===== config.mk =====
export PLATFORM = sky130hd
export DESIGN_NAME = spi_i2s_ipi_i2s_tx
export DESIGN_NICKNAME = d
export VERILOG_FILES = /design/src/rtl/spi_i2s_ipi_i2s_tx.sv
export SDC_FILE = /design/constraint.sdc
export NUM_CORES = 1
export LEC_CHECK = 0
export BUFFER_PORTS_ARGS = -buffer_cell sky130_fd_sc_hd__buf_4
export CAP_MARGIN = 5
export CORE_MARGIN = 2
export CORE_UTILIZATION = 30
export CTS_BUF_LIST = sky130_fd_sc_hd__clkbuf_4
export DETAILED_ROUTE_END_ITERATION = 10
export PLACE_DENSITY = 0.51
export RECOVER_POWER = 100
export SLEW_MARGIN = 10
export SYNTH_ARGS = -nofsm -noshare
export SYNTH_HDL_FRONTEND = slang
export SYNTH_SLANG_ARGS = --single-unit

===== constraint.sdc =====
create_clock -name i2st_clk -period 4.45 [get_ports i2st_clk]
set_input_delay 0.89 -clock i2st_clk [delete_from_list [all_inputs] [get_ports i2st_clk]]
set_output_delay 0.89 -clock i2st_clk [all_outputs]
set_load 0.02 [all_outputs]

===== src/rtl/spi_i2s_ipi_i2s_tx.sv =====
// I2S stereo transmitter: single-entry frame buffer feeding a 2W-bit shift register, paced by clk_div ticks.
// Optional underrun pulse output is built only when SPI_I2S_IPI_I2ST_UNDERRUN_EN is defined.
module spi_i2s_ipi_i2s_tx #(
  parameter int PARAM_DATA_WIDTH = 16
) (
  input  logic                            i2st_clk,
  input  logic                            i2st_rst_n,
  input  logic                            i2st_time_base_i,
  input  logic                            i2st_enable_i,
  input  logic [2*PARAM_DATA_WIDTH-1:0]   i2st_data_i,
  input  logic                            i2st_valid_i,
  output logic                            i2st_ready_o,
  output logic                            i2st_sck_o,
  output logic                            i2st_ws_o,
  output logic                            i2st_sd_o,
  output logic                            i2st_busy_o,
  output logic                            i2st_underrun_o
);

  localparam int W  = PARAM_DATA_WIDTH;
  localparam int FW = 2 * W;

  localparam logic [0:0] ST_IDLE = 1'b0;
  localparam logic [0:0] ST_RUN  = 1'b1;

  localparam logic [5:0] LAST_BIT = 6'(FW - 1);
  localparam logic [5:0] WS_LO    = 6'(W - 1);
  localparam logic [5:0] WS_HI    = 6'(FW - 2);

  logic [0:0]    state_q, state_d;
  logic [FW-1:0] buf_q, buf_d;
  logic          buf_full_q, buf_full_d;
  logic [FW-1:0] shreg_q, shreg_d;
  logic [5:0]    bitcnt_q, bitcnt_d;
  logic          sck_q, sck_d;
  logic          ws_q, ws_d;
  logic          accept;
  logic          consume;
  logic [5:0]    next_cnt;
`ifdef SPI_I2S_IPI_I2ST_UNDERRUN_EN
  logic          underrun_q, underrun_d;
`endif

  // Accept and consume are mutually exclusive: accepting needs an empty buffer, consuming a full one.
  always_comb begin
    state_d    = state_q;
    shreg_d    = shreg_q;
    bitcnt_d   = bitcnt_q;
    sck_d      = sck_q;
    ws_d       = ws_q;
    consume    = 1'b0;
    accept     = i2st_valid_i && !buf_full_q;
    next_cnt   = bitcnt_q + 6'd1;
`ifdef SPI_I2S_IPI_I2ST_UNDERRUN_EN
    underrun_d = 1'b0;
`endif

    case (state_q)
      ST_IDLE: begin
        if (i2st_time_base_i && i2st_enable_i && buf_full_q) begin
          state_d  = ST_RUN;
          shreg_d  = buf_q;
          consume  = 1'b1;
          bitcnt_d = 6'd0;
          ws_d     = 1'b0;
          sck_d    = 1'b0;
        end
      end
      ST_RUN: begin
        if (i2st_time_base_i) begin
          if (!sck_q) begin
            sck_d = 1'b1;
          end else begin
            sck_d = 1'b0;
            if (bitcnt_q == LAST_BIT) begin
              // Frame boundary: stop, reload from the buffer, or send silence.
              bitcnt_d = 6'd0;
              ws_d     = 1'b0;
              if (!i2st_enable_i) begin
                state_d = ST_IDLE;
                shreg_d = '0;
              end else if (buf_full_q) begin
                shreg_d = buf_q;
                consume = 1'b1;
              end else begin
                shreg_d = '0;
`ifdef SPI_I2S_IPI_I2ST_UNDERRUN_EN
                underrun_d = 1'b1;
`endif
              end
            end else begin
              bitcnt_d = next_cnt;
              shreg_d  = {shreg_q[FW-2:0], 1'b0};
              ws_d     = (next_cnt >= WS_LO) && (next_cnt <= WS_HI);
            end
          end
        end
      end
      default: begin
        state_d = ST_IDLE;
      end
    endcase
  end

  always_comb begin
    buf_d      = buf_q;
    buf_full_d = buf_full_q;
    if (accept) begin
      buf_d      = i2st_data_i;
      buf_full_d = 1'b1;
    end else if (consume) begin
      buf_full_d = 1'b0;
    end
  end

  always_ff @(posedge i2st_clk or negedge i2st_rst_n) begin
    if (!i2st_rst_n) begin
      state_q    <= ST_IDLE;
      buf_q      <= '0;
      buf_full_q <= 1'b0;
      shreg_q    <= '0;
      bitcnt_q   <= 6'd0;
      sck_q      <= 1'b0;
      ws_q       <= 1'b0;
    end else begin
      state_q    <= state_d;
      buf_q      <= buf_d;
      buf_full_q <= buf_full_d;
      shreg_q    <= shreg_d;
      bitcnt_q   <= bitcnt_d;
      sck_q      <= sck_d;
      ws_q       <= ws_d;
    end
  end

`ifdef SPI_I2S_IPI_I2ST_UNDERRUN_EN
  always_ff @(posedge i2st_clk or negedge i2st_rst_n) begin
    if (!i2st_rst_n) begin
      underrun_q <= 1'b0;
    end else begin
      underrun_q <= underrun_d;
    end
  end
  assign i2st_underrun_o = underrun_q;
`else
  assign i2st_underrun_o = 1'b0;
`endif

  // The shift register MSB is the current serial bit; it is zero whenever idle.
  assign i2st_sd_o    = shreg_q[FW-1];
  assign i2st_sck_o   = sck_q;
  assign i2st_ws_o    = ws_q;
  assign i2st_ready_o = !buf_full_q;
  assign i2st_busy_o  = (state_q == ST_RUN);

endmodule


Word-level counts from Yosys, hierarchy flattened
Index checks and enable logic that the tools add are counted.
{"block": "totals", "register_bits": 74, "out_inout_bits": 6, "input_bits": 37, "elab_cells": 57}
{"block": "classes", "bitwise": 1, "eq_ne": 4, "add_sub_neg": 1, "n_reduce_logical": 8, "n_lt_le_gt_ge": 2, "n_mux": 34}
{"cell": "32-bit two-way mux", "count": 6}
{"cell": "32-bit one-hot mux with 2 select lines", "count": 1}
{"cell": "6-bit two-way mux", "count": 4}
{"cell": "1-bit two-way mux", "count": 18}
{"cell": "6-bit one-hot mux with 2 select lines", "count": 1}
{"cell": "1-bit one-hot mux with 2 select lines", "count": 4}
{"cell": "6-bit by 1-bit adder with 6-bit output (second input constant)", "count": 1}
{"cell": "6-bit by 5-bit == test with 1-bit output (second input constant)", "count": 1}
{"cell": "6-bit by 4-bit >= comparator with 1-bit output (second input constant)", "count": 1}
{"cell": "6-bit by 5-bit <= comparator with 1-bit output (second input constant)", "count": 1}
{"cell": "1-bit logical AND", "count": 4}
{"cell": "2-bit != test (second input constant)", "count": 2}
{"cell": "3-bit AND reduction", "count": 1}
{"cell": "2-bit by 1-bit != test with 1-bit output (second input constant)", "count": 1}
{"cell": "2-bit AND reduction", "count": 1}
{"cell": "2-bit nonzero test", "count": 1}
{"cell": "1-bit zero test", "count": 1}
{"cell": "1-bit NOT", "count": 1}

Logic depth before layout (Yosys ltp)
{"block": "logic_depth", "ltp_word": 8, "ltp_mapped": 7, "depth_no_buf": 6}

Worst setup path after synthesis
OpenSTA, ideal clock, no wires.
{"block": "synth_timing", "path_type": "input to register", "start": "input port i2st_enable_i", "end": "register shreg_q[29]", "t_required_ns": 4.332, "t_arrival_ns": 1.767, "stages": 6, "slack_ns": 2.565, "setup_time_ns": 0.118, "n_path_buf": 2, "cell_sequence": "and3b_1 -> o21ai_4 -> buf_6 -> buf_6 -> a22o_1 -> a21o_1"}
{"block": "synth_between", "elab_chain_cells": 5, "elab_cells_between_ends": 9, "classes_between": "eq/ne: 1; mux: 5; reduce/logical: 3"}
{"item": "from (decl)", "line": "9", "text": "input logic i2st_enable_i,"}
{"item": "32-bit two-way mux", "line": "79", "text": "if (!i2st_enable_i) begin"}
{"item": "32-bit two-way mux", "line": "75", "text": "if (bitcnt_q == LAST_BIT) begin"}
{"item": "32-bit two-way mux", "line": "71", "text": "if (!sck_q) begin"}
{"item": "32-bit two-way mux", "line": "70", "text": "if (i2st_time_base_i) begin"}
{"item": "32-bit one-hot mux with 2 select lines", "line": "58", "text": "case (state_q)"}
{"item": "to (signal assigned)", "line": "129", "text": "shreg_q <= shreg_d;"}
{"item": "to (decl)", "line": "33", "text": "logic [FW-1:0] shreg_q, shreg_d;"}
Several ways; a longest one is shown, not always the timed one. The select of a mux whose other input is x is not followed.
A chain may end at the register's enable or synchronous reset.

Final worst setup path
{"block": "layout_timing", "start": "register bitcnt_q[0]", "end": "register shreg_q[0]"}
{"block": "layout_between", "elab_chain_cells": 5}
{"item": "from (decl)", "line": "34", "text": "logic [5:0] bitcnt_q, bitcnt_d;"}
{"item": "from (signal assigned)", "line": "130", "text": "bitcnt_q <= bitcnt_d;"}
{"item": "6-bit by 5-bit == test with 1-bit output", "line": "75"}
{"item": "32-bit two-way mux", "line": "75"}
{"item": "32-bit two-way mux", "line": "71"}
{"item": "32-bit two-way mux", "line": "70"}
{"item": "32-bit one-hot mux with 2 select lines", "line": "58"}
No other way between the ends. The select of a mux whose other input is x is not followed.

==> summary.md <==
| Metric | Value |
|---|---|
| Leakage | 1.86 nW |
| Total global-route track usage | 0.117 |
| Total congestion overflow | 0 |
| Critical R2R Launch | bitcnt_q[0]$_DFFE_PN0P_ |
| Mapped cell area | 3280 um^2 |
| Via density | 4.80 |
| Layout cell share with drive strength beyond 1 | 0.297 |
| Resized cells post-CTS | 0 |
| Setup repair bufs after CTS | 0 |
| Starting DRC count in detailed routing | 113 |
| Final HPWL DP | 3800 um |
| Clk sinks | 74 |
| F_max | 0.435 GHz |
| Reg2Reg Depth | 5 |
| Worst-Skew Late Latency | 420 ps |
| Nets | 328 |
| Row count | 38 |
| Fraction of registers with async set/reset | 1.00 |
| Setup tns final | 0 ps |
| Hold Startpoint | buf_q[20]$_DFFE_PN0P_ |
| Max Buffers Root-to-Sink | 2 |
| Pwr dens | 649 nW/um^2 |
| Synth Warn # | 0 |
| Buffers on Ports | 41 |
| Gr busiest metal | met2 |
| I/O pins | 43 |
| Reg2reg setup slack | 2150 ps |
| Final wirelength | 6200 um |
| Fin worst setup slack | 2150 ps |
| Peak supply drop | 0.190 mV |
| Die ar. | 11800 um^2 |
| Yosys cell types | 40 |
| Drt wl/cell | 14.3 um |
| Post-layout minimum cycle time | 2300 ps |
| Met3 Use GR | 0.0344 |
| Syn_nets | 295 |
| Xor-xnor portion of the synthesized cell area | 0.00534 |
| Most frequent cells in the layout | dfrtp_1, buf_4, a22o_1 |
| P&R area growth vs syn | 15.9% |
| Final Max Slew Viols | 75 |
| Fillers | 1097 |
| Final count of hold timing violations | 0 |
| H-tree Lvls | 3 |
| Diode count | 0 |
| CP startpoint kind | register |
| Syn_area_per_cell | 12.9 um^2 |
| Crit-path cells | ha_1, and2b_1, nand4_1, a21oi_4, a22o_1 |
| Hold path endpoint | shreg_q[20]$_DFFE_PN0P_ |
| Worst Path Max Fanout | 33 |
| CP arrival | 2650 ps |
| Commonest non-fill, non-tap cell in the layout | dfrtp_1 |
| Worst Setup SP | bitcnt_q[0]$_DFFE_PN0P_ |
| Crit path required time | 4810 ps |
| Path type of the worst setup path | register to register |
| RSZ-0062 raised after global routing | no |
| GP Congestion | 0.782 |
| Max stage delay on crit path | 720 ps |
| EDFF count, synth | 0 |
| Met2 usage | 0.177 |
| Post-Synth Simple-Gate Area | 0.0580 |
| Root buf cell | clkbuf_4 |
| #FFs+latches synth | 74 |
| Total core area | 10700 um^2 |
| Die W | 109 um |
| Run status | finished, violations left |
| Antenna-violating nets left | 0 |
| First-pass GRT wire length | 10600 um |
| Relative slew margins | -0.228 |
| DRT Pass-1 Iters | 4 |
| Setup crit end kind | register |
| Primary FF master, synth | dfrtp_1 |
| Violated checks | capacitance limit, slew limit |
| Max-Cap Viols | 1 |
| Die boundary height | 109 um |
| Sequential element share of the synthesized area | 0.565 |
| Worst hold path type | register to register |
| Fraction of the mapped netlist area in adder cells | 0.0114 |
| Cells after Synth | 255 |
| Slew @ Worst Pin | 1840 ps |
| Vias in the first global route | 2151 |
| CTS Buf Count | 9 |
| GR met1 Demand/Resource | 0.157 |
| # setup viols final | 0 |
| RR Endpoint | shreg_q[0]$_DFFE_PN0P_ |
| Clk_skew | 14.6 ps |
| Initial antenna violation count | 0 |
| Initial Util | 0.305 |
| TritonCTS clock tree | done |
| Largest net degree at the start of global routing | 75 |
| Register clock-pin slew on the reported worst setup and hold paths | 120 ps |
| Via count | 2079 |
| Mux cell area share after synthesis | 0.110 |
| Setup WS pre-CTS | 1890 ps |
| Synth Area in Compound Gates | 0.200 |
| Final Power | 2.47 mW |
| Final Cycle Share | 0.516 |
| Slowest CP cell | a21oi_4 |
| DRC violations left | 0 |
| Hold depth | 1 |
| Largest family of logic cells by synthesized area | compound AO/OA/AOI/OAI gates |
| Post-cts hold buffer count | 0 |
[report_power, final]
part,internal [mW],leakage (nW),switching [mW]
combinational,0.427,0.848,0.337
clock,0.289,0.0971,0.250
sequential,0.965,0.917,0.198
total,1.68,1.86,0.785
[how the worst max path moves through the flow]
| stage | end | slack, ps |
|---|---|---|
| floorplan | shreg_q[29]$_DFFE_PN0P_ | 2570 |
| global placement | shreg_q[0]$_DFFE_PN0P_ | 1900 |
| detailed placement | shreg_q[0]$_DFFE_PN0P_ | 1890 |
| CTS | shreg_q[0]$_DFFE_PN0P_ | 2110 |
| global route | shreg_q[0]$_DFFE_PN0P_ | 1920 |
| finish | shreg_q[0]$_DFFE_PN0P_ | 2150 |
[registers in the layout, indices dropped and copies added (netlist names)]
signal	count
buf_q	32
shreg_q	32
bitcnt_q	6
buf_full_q	1
i2st_busy_o	1
i2st_sck_o	1
i2st_ws_o	1
[area by class of cell]
| class | instances | area [um^2] | share of cell area |
|---|---|---|---|
| Sequential cell | 74 | 1850 | 0.487 |
| Multi-Input combinational cell | 154 | 1270 | 0.333 |
| Timing Repair Buffer | 42 | 290 | 0.0764 |
| Tap cell | 140 | 175 | 0.0461 |
| Clock inverter | 7 | 124 | 0.0326 |
| Clock buffer | 9 | 67.6 | 0.0178 |
| Inverter | 7 | 26.3 | 0.00691 |
[routing by layer]
layer / vias up / part of all wire
met4: 0 / 0.017
met5: - / 0
met3: 10 / 0.050
met1: 1032 / 0.49
li1: 994 / -
met2: 43 / 0.44
[kinds of logic after synthesis]
family,Yosys count
simple gates,33
other cells,1
mux,32
flops,74
fa+ha+maj,3
xor+xnor,2
compound gates,83
buf+inv,27
[cell usage after synthesis (all sizes together), types with 3 or more instances]
cell    n  area (um^2)
a22o   32          280
ha      3         37.5
inv     7         26.3
o21ai   9         56.3
buf    18          129
nor2    7         26.3
dfrtp  74         1850
a21oi   7         57.6
nand3   4         20.0
nand4   3         25.0
a21o   31          233
nand2   5         18.8
mux2   32          360
[through the flow]
step	cell area, um^2	hold WS (ps)	utilization	std cells
after floorplan	3280	442	-	255
after global placement	3640	458	0.339	417
after CTS	3830	489	0.357	433
after global routing	3800	511	0.354	433
after detailed placement	3640	464	0.339	417
final	3800	492	0.354	433
[critical path: cells and delay by family (launching register included)]
| family | cells | cell delay, ps |
|---|---|---|
| AO/OA/AOI/OAI | 2 | 950 |
| flip-flops | 1 | 460 |
| AND/OR/NAND/NOR | 2 | 430 |
| adder cells (fa/ha/maj) | 1 | 380 |
Power figures use the tool's default switching activity.
